### src/rtl/intrpt_prio_loader.sv
// Priority table loader for the interrupt controller.
// On a start pulse it writes one priority value per peripheral slot over an
// APB-style write-only port (paddr = slot, pwdata = priority). A transfer that
// returns perror is retried once. A responder that never raises pready aborts
// the sequence after max_wait ACCESS cycles. In user-table mode the table is
// first scanned for duplicate priorities and nothing is written if one is found.
//
// Handshake: one transfer is a single SETUP cycle (psel=psel_id, penable=0)
// followed by ACCESS cycles (penable=1). psel, paddr and pwdata stay constant
// until the responder returns pready=1. perror is sampled only together with
// pready.
module intrpt_prio_loader #(
    parameter int         data_width = 4,
    parameter int         num_slave  = 16,
    parameter int         width      = $clog2(num_slave),
    parameter logic [2:0] psel_id    = 3'd1,
    parameter int         max_wait   = 15
) (
    input  logic                  clk,
    input  logic                  rst,
    input  logic                  start,
    input  logic [1:0]            mode,
    input  logic                  cfg_we,
    input  logic [width-1:0]      cfg_idx,
    input  logic [data_width-1:0] cfg_data,
    output logic                  busy,
    output logic                  done,
    output logic                  err,
    output logic [1:0]            err_code,
    output logic [width-1:0]      err_idx,
    output logic [2:0]            psel,
    output logic                  penable,
    output logic                  pwrite,
    output logic [width-1:0]      paddr,
    output logic [data_width-1:0] pwdata,
    input  logic                  pready,
    input  logic                  perror,
    input  logic [width-1:0]      prdata
);

    localparam logic [2:0] S_IDLE   = 3'd0;
    localparam logic [2:0] S_CHECK  = 3'd1;
    localparam logic [2:0] S_SETUP  = 3'd2;
    localparam logic [2:0] S_ACCESS = 3'd3;
    localparam logic [2:0] S_DONE   = 3'd4;
    localparam logic [2:0] S_ERR    = 3'd5;

    localparam logic [width-1:0] last_slot = width'(num_slave - 1);
    localparam int               wait_w    = $clog2(max_wait + 1);
    localparam logic [wait_w-1:0] wait_last = wait_w'(max_wait - 1);

    localparam logic [1:0] code_none = 2'd0;
    localparam logic [1:0] code_dup  = 2'd1;
    localparam logic [1:0] code_perr = 2'd2;
    localparam logic [1:0] code_tout = 2'd3;

    logic [2:0]                           state;
    logic [1:0]                           mode_q;
    logic [width-1:0]                     slot;
    logic                                 retry;
    logic [wait_w-1:0]                    wait_cnt;
    logic [(2**data_width)-1:0]           seen;
    logic [1:0]                           err_code_q;
    logic [width-1:0]                     err_idx_q;
    // cfg_tab is what software writes; run_tab is the snapshot taken at start,
    // so a write landing in the same cycle as start only affects the next run.
    logic [num_slave-1:0][data_width-1:0] cfg_tab;
    logic [num_slave-1:0][data_width-1:0] run_tab;
    logic [data_width-1:0]                prio;
    logic [data_width-1:0]                chk_val;
    logic                                 bus_act;
    logic                                 unused_ok;

    // prdata is part of the port contract but a write-only initiator never reads it.
    assign unused_ok = ^prdata;

    // Priority for the current slot, derived from the mode latched at start.
    always_comb begin
        prio = data_width'(slot);
        if (mode_q == 2'd1) begin
            prio = data_width'(32'(num_slave - 1) - 32'(slot));
        end else if (mode_q == 2'd2) begin
            prio = run_tab[slot];
        end
    end

    assign chk_val = run_tab[slot];

    // User table: writes are accepted only while no sequence is running.
    always_ff @(posedge clk or posedge rst) begin
        if (rst) begin
            cfg_tab <= '0;
        end else if (cfg_we && !busy && (int'(cfg_idx) < num_slave)) begin
            cfg_tab[cfg_idx] <= cfg_data;
        end
    end

    // Sequencer: duplicate check, per-slot bus transfers, retry and timeout.
    always_ff @(posedge clk or posedge rst) begin
        if (rst) begin
            state      <= S_IDLE;
            mode_q     <= 2'd0;
            slot       <= '0;
            retry      <= 1'b0;
            wait_cnt   <= '0;
            seen       <= '0;
            err_code_q <= code_none;
            err_idx_q  <= '0;
            run_tab    <= '0;
        end else begin
            case (state)
                S_IDLE: begin
                    if (start) begin
                        mode_q     <= mode;
                        slot       <= '0;
                        retry      <= 1'b0;
                        wait_cnt   <= '0;
                        seen       <= '0;
                        err_code_q <= code_none;
                        err_idx_q  <= '0;
                        run_tab    <= cfg_tab;
                        state      <= (mode == 2'd2) ? S_CHECK : S_SETUP;
                    end
                end
                S_CHECK: begin
                    if (seen[chk_val]) begin
                        err_code_q <= code_dup;
                        err_idx_q  <= slot;
                        state      <= S_ERR;
                    end else begin
                        seen[chk_val] <= 1'b1;
                        if (slot == last_slot) begin
                            slot  <= '0;
                            state <= S_SETUP;
                        end else begin
                            slot <= slot + 1'b1;
                        end
                    end
                end
                S_SETUP: begin
                    wait_cnt <= '0;
                    state    <= S_ACCESS;
                end
                S_ACCESS: begin
                    if (pready) begin
                        if (perror) begin
                            if (!retry) begin
                                retry <= 1'b1;
                                state <= S_SETUP;
                            end else begin
                                err_code_q <= code_perr;
                                err_idx_q  <= slot;
                                state      <= S_ERR;
                            end
                        end else if (slot == last_slot) begin
                            state <= S_DONE;
                        end else begin
                            slot  <= slot + 1'b1;
                            retry <= 1'b0;
                            state <= S_SETUP;
                        end
                    end else if (wait_cnt == wait_last) begin
                        err_code_q <= code_tout;
                        err_idx_q  <= slot;
                        state      <= S_ERR;
                    end else begin
                        wait_cnt <= wait_cnt + 1'b1;
                    end
                end
                S_DONE:  state <= S_IDLE;
                S_ERR:   state <= S_IDLE;
                default: state <= S_IDLE;
            endcase
        end
    end

    // Outputs decode straight from state so an async reset idles the bus at once.
    assign bus_act  = (state == S_SETUP) || (state == S_ACCESS);
    assign busy     = (state == S_CHECK) || bus_act;
    assign done     = (state == S_DONE);
    assign err      = (state == S_ERR);
    assign err_code = err_code_q;
    assign err_idx  = err_idx_q;
    assign psel     = bus_act ? psel_id : 3'd0;
    assign penable  = (state == S_ACCESS);
    assign pwrite   = bus_act;
    assign paddr    = bus_act ? slot : '0;
    assign pwdata   = bus_act ? prio : '0;

endmodule

### config.mk
export PLATFORM = sky130hd
export DESIGN_NAME = intrpt_prio_loader
export DESIGN_NICKNAME = d
export VERILOG_FILES = /design/src/rtl/intrpt_prio_loader.sv
export SDC_FILE = /design/constraint.sdc
export NUM_CORES = 1
export LEC_CHECK = 0
export CORE_AREA = 2 2 148 121
export DETAILED_ROUTE_END_ITERATION = 12
export DIE_AREA = 0 0 150 123
export DONT_BUFFER_PORTS = 1
export PLACE_DENSITY = 0.63
export SYNTH_ARGS = -nofsm -noshare
export SYNTH_HDL_FRONTEND = slang
export SYNTH_SLANG_ARGS = --single-unit
export TNS_END_PERCENT = 5
### constraint.sdc
create_clock -name clk -period 7.1 [get_ports clk]
set_clock_uncertainty 0.05 [all_clocks]
set_input_delay 1.42 -clock clk [delete_from_list [all_inputs] [get_ports clk]]
set_output_delay 1.42 -clock clk [all_outputs]
set_load 0.02 [all_outputs]
# Word-level counts from Yosys, hierarchy flattened
# Index checks and enable logic that the tools add are counted.
# classes
n_reduce_logical	18
n_mul	0
n_mux	55
magnitude_cmp	5
n_eq_ne	23
bitwise	1
n_shift	0
n_addsub	3
div_mod_pow	0
# ops
cell	n
$mux 4	19
$bwmux 64	1
$pmux 4 s3	3
$mux 16	2
$pmux 16 s2	1
$mux 3	8
$bmux 4 s4	1
$demux 4 s4	1
$or 16x16->16	1
$lt 4x5->1 const B	3
$mux 2	7
$ne 2x2->1 const B	7
$pmux 3 s4	1
$reduce_and 6->1	2
$add 4x1->4 const B	2
$eq 4x4->1 const B	2
$ge 4x1->1 const B	2
$reduce_and 4->1	2
$mux 1	7
$eq 3x2->1 const B	2
$eq 3x3->1 const B	2
$ne 3x2->1 const B	2
$ne 3x3->1 const B	2
$pmux 2 s3	1
other kinds (17)	24
# word_totals
latchBits	0
output_inout_bits	22
in_bits	20
register_bits	164
word_cells	145
n_memories	0
mem_bits_rw	0
mem_bits_ro	0

# Longest topological paths before layout
# logic_depth
depth_word	9
mapped_depth	13
depth_no_buf	9

# Least setup slack after synthesis
# Ideal clock, no wire load.
# synth_path
path_type	register -> output
from	register slot[0]
to	output port pwdata[0]
stages_incl_launch_ff	10
slack_ps	3623
arrival_time_ps	2007
n_path_buf	3
required_ps	5630
cell_sequence	dfrtp_1 > buf_6 > buf_6 > buf_4 > nor2b_1 > a22oi_2 > nand4_1 > nand2_1 > mux2i_1 > a21oi_1
# synth_via
elab_chain_cells	5
word_cells_on_any_way	6
classes_between	add/sub: 1; mux: 5
# synth_rtl
item	line	source
start: declaration	59	logic [width-1:0] slot;
start signal: assignment	136	slot <= slot + 1'b1;
start signal: assignment	158	slot <= slot + 1'b1;
$bmux 4 s4	83	prio = run_tab[slot];
$mux 4 (not written as such)	83	
$mux 4	82	end else if (mode_q == 2'd2) begin
$mux 4 (*)	80	if (mode_q == 2'd1) begin
$mux 4 (*)	188	assign pwdata = bus_act ? prio : '0;
end: declaration	35	output logic [data_width-1:0] pwdata,
# Mark *: on every way between the ends. The rest lies on a longest branch, timed or not. The select of a mux whose other input is x is not followed.

# Worst setup path in the final report
# layout_path
from	register slot[2]
to	output port pwdata[0]
# layout_via
elab_chain_cells	5
# layout_rtl
item	line
$bmux 4 s4	83
$mux 4 (not written as such)	83
$mux 4	82
$mux 4	80
$mux 4	188
# Every way passes these cells. The select of a mux whose other input is x is not followed.

==> metrics.md <==
| Metric | Value |
|---|---|
| Initial Util | 45.1% |
| PortBufs | 0 |
| CP Launch Type | flip-flop |
| Critical path buffer and inverter count | 1 |
| Slew @ Worst Pin | 1.07 ns |
| # diodes | 0 |
| Hold Crit Class | flip-flop to flip-flop |
| Share of cells above drive strength 1 | 18.0% |
| Area Overhead vs Synth | 8.92% |
| Async set-reset flop share out of synthesis | 100% |
| Min-delay src | cfg_tab[58]$_DFFE_PP0P_ |
| Synth Cell Area | 7670 um^2 |
| Min cycle time layout | 4.47 ns |
| Synthesized area per cell | 10.6 um^2 |
| Critical Path Max Stage Delay | 0.62 ns |
| CP Max Fanout | 14 |
| Hold Path Depth | 2 |
| Fmax | 224 MHz |
| Worst EP arrival | 3.00 ns |
| Most used flip-flop cell after synthesis | dfrtp_1 |
| Yosys reg bits | 164 |
| Vias per std cell | 5.63 |
| Fin crit share | 62.9% |
| RSZ-0062 raised after global routing | no |
| GRT overflow | 0 |
| Mapped Cells | 727 |
| Wire per inst | 18.1 um |
| Post-CTS sizing | 0 |
| Die height | 123 um |
| Unique masters post-synth | 61 |
| Postcts setup bufs | 0 |
| R2R depth | 10 |
| Crit Path Class | flip-flop to output pin |
| Worst vdd ir | 0.200 mV |
| Antenna violations before repair | 0 |
| CP Cell Sequence | buf_4 > mux4_2 > nor2_1 > or3_1 > nand2_1 > mux2i_1 > a21oi_1 |
| IO Count | 42 |
| CP required | 5.63 ns |
| Family with the most delay on the worst path | simple AND/OR/NAND/NOR gates |
| Final setup TNS | 0 ns |
| Status | finished, final reports clean |
| GP Congestion | 0.841 |
| Setup violations, final | 0 |
| Reg-to-Reg End | slot[2]$_DFFE_PP0P_ |
| Post-DP HPWL | 11.4 mm |
| Row count | 43 |
| Leak | 3.96 nW |
| Worst skew pair latency | 0.43 ns |
| Endpoints failing hold | 0 |
| Reg2reg start | slot[0]$_DFFE_PP0P_ |
| Total CTS buffers | 17 |
| Vias in the first global route | 5332 |
| Htree depth | 4 |
| Slowest library cell on the worst path | dfrtp_1 |
| Slew Viols, Final | 0 |
| Crit. End Element | output pin |
| GRT Overall Usage | 20.2% |
| Design Power | 3.94 mW |
| DRT Pass-1 Iters | 7 |
| Final nets | 733 |
| Headroom to the max-slew limit | 28.9% |
| Vias | 5333 |
| Min-Delay Endpoint | run_tab[58]$_DFFE_PP0P_ |
| Number of synthesized flops with an enable pin | 0 |
| Yosys warning count | 0 |
| Worst reg-to-reg setup slack | 3.06 ns |
| Reg clk slew, reported paths | 0.07 ns |
| DRT iter0 DRCs | 447 |
| Drt drc | 0 |
| First-pass GRT wire length | 28.4 mm |
| Area of the core | 17000 um^2 |
| CTS tree | yes |
| Max_cap viols | 0 |
| Largest net degree at the start of global routing | 88 |
| PD cells | 471 nW/um^2 |
| Die area | 18500 um^2 |
| Post-route ant nets | 0 |
| Post-cts hold buffer count | 0 |
| Clk Tree Root Cell | clkbuf_16 |
| Register area share after synthesis | 53.5% |
| Worst-case clock buffer depth | 2 |
| Clk sinks | 164 |
| Die X-Extent | 150 um |
| Total Wirelength | 17.2 mm |
-- power by group --
part,total (mW),internal [mW],switching (mW),leakage [nW]
combinational,1.46,0.570,0.894,1.54
sequential,1.58,1.31,0.272,2.15
clock,0.900,0.509,0.390,0.273
-- synth_stat cells, types with 4 or more instances --
cell type / n / share of area [%]
nand2_1: 212 / 10
dfrtp_1: 164 / 53
mux2_2: 67 / 9.8
nor2_1: 30 / 1.5
clkbuf_1: 27 / 1.3
mux2i_1: 20 / 2.6
a21oi_1: 17 / 1.1
o21ai_0: 16 / 1.0
nor3_1: 15 / 0.98
nand3_1: 13 / 0.85
a22o_1: 12 / 1.4
inv_1: 12 / 0.59
mux4_2: 10 / 2.9
a32o_1: 8 / 1.0
and2_1: 7 / 0.57
buf_6: 7 / 1.0
nand2b_1: 6 / 0.49
or3_1: 6 / 0.49
buf_4: 5 / 0.49
o22ai_1: 5 / 0.41
a211oi_1: 4 / 0.39
and3_1: 4 / 0.33
nor2b_1: 4 / 0.33
-- flip-flops by register name (all words and copies together) (netlist names) --
name / count
mode_q: 2
seen: 16
slot: 4
wait_cnt: 4
run_tab: 64
cfg_tab: 64
err_code: 2
state: 3
retry: 1
err_idx: 4
-- layout make-up --
type                    count  area, um^2
clock buffers              21         460
fillers                  1559        8640
flip-flops and latches    164        4100
clock inverters            11         116
well taps                 225         282
multi-input cells         509        3300
inverters                  12        50.0
repair buffers              6        45.0
-- placed cells by master, fill, tap and decap left out, drive strengths merged, types with 3 or more instances in the layout --
cell type | Yosys | final
mux2i | 20 | 20
clkinvlp | 0 | 3
nand2 | 213 | 213
nor2b | 4 | 4
a21oi | 17 | 17
or4 | 3 | 3
a221oi | 3 | 3
clkbuf | 27 | 21
dfrtp | 164 | 164
or3 | 6 | 6
nand2b | 6 | 6
a32o | 8 | 8
buf | 16 | 6
nand4 | 3 | 3
and2 | 8 | 8
and3 | 5 | 5
mux4 | 10 | 10
nand3 | 13 | 13
a211oi | 4 | 4
a22o | 13 | 13
nor2 | 30 | 30
ha | 3 | 3
o21ai | 18 | 18
xor2 | 3 | 3
o31ai | 3 | 3
nor3 | 17 | 17
o22ai | 5 | 5
mux2 | 68 | 68
inv | 12 | 17
-- kinds of logic after synthesis --
group	Yosys count	synth area share [%]
AND/OR/NAND/NOR	316	18.0
flip-flops	164	53.5
multiplexers	98	15.5
AO/OA/AOI/OAI	86	8.41
buffers and inverters	55	3.64
XOR/XNOR	4	0.457
adder cells (fa/ha/maj)	3	0.489
other	1	0.0489
-- per-layer routing --
layer | up-vias | GRT usage [%] | part of all wire, %
met5 | - | 0 | 0
met4 | 0 | 5.54 | 1.1
met3 | 18 | 6.42 | 7.8
met2 | 181 | 29.8 | 44
met1 | 2665 | 28.8 | 47
li1 | 2469 | - | -
-- stage by stage --
stage	area [um^2]	setup slack, ns	utilization (%)	instances	hold WS, ns
floorplan	7680	1.20	-	728	0.383
global placement	7780	3.12	45.8	916	0.393
CTS	8360	2.64	49.2	948	0.408
finish	8360	2.63	49.2	948	0.405
detailed placement	7780	3.12	45.8	916	0.395
global route	8360	2.47	49.2	948	0.423
-- worst max-delay path by stage --
stage                                   start                      to  cells past startpoint
final                     slot[2]$_DFFE_PP0P_               pwdata[0]                      7
after floorplan                           rst  cfg_tab[0]$_DFFE_PP0P_                      1
after global placement    slot[0]$_DFFE_PP0P_     slot[2]$_DFFE_PP0P_                     10
after CTS                 slot[2]$_DFFE_PP0P_               pwdata[0]                      7
after global routing      slot[0]$_DFFE_PP0P_               pwdata[3]                      6
after detailed placement  slot[2]$_DFFE_PP0P_               pwdata[0]                      7
-- worst reg2reg max path: stages (launching register included) --
cell	delay, ns
dfrtp_1	0.59
buf_4	0.39
mux4_2	0.59
nand2b_1	0.20
a22o_4	0.32
nand2_2	0.10
a211oi_1	0.06
or4_4	0.56
or3_1	0.54
a311oi_4	0.38
o211ai_1	0.14
Power figures use the tool's default switching activity.
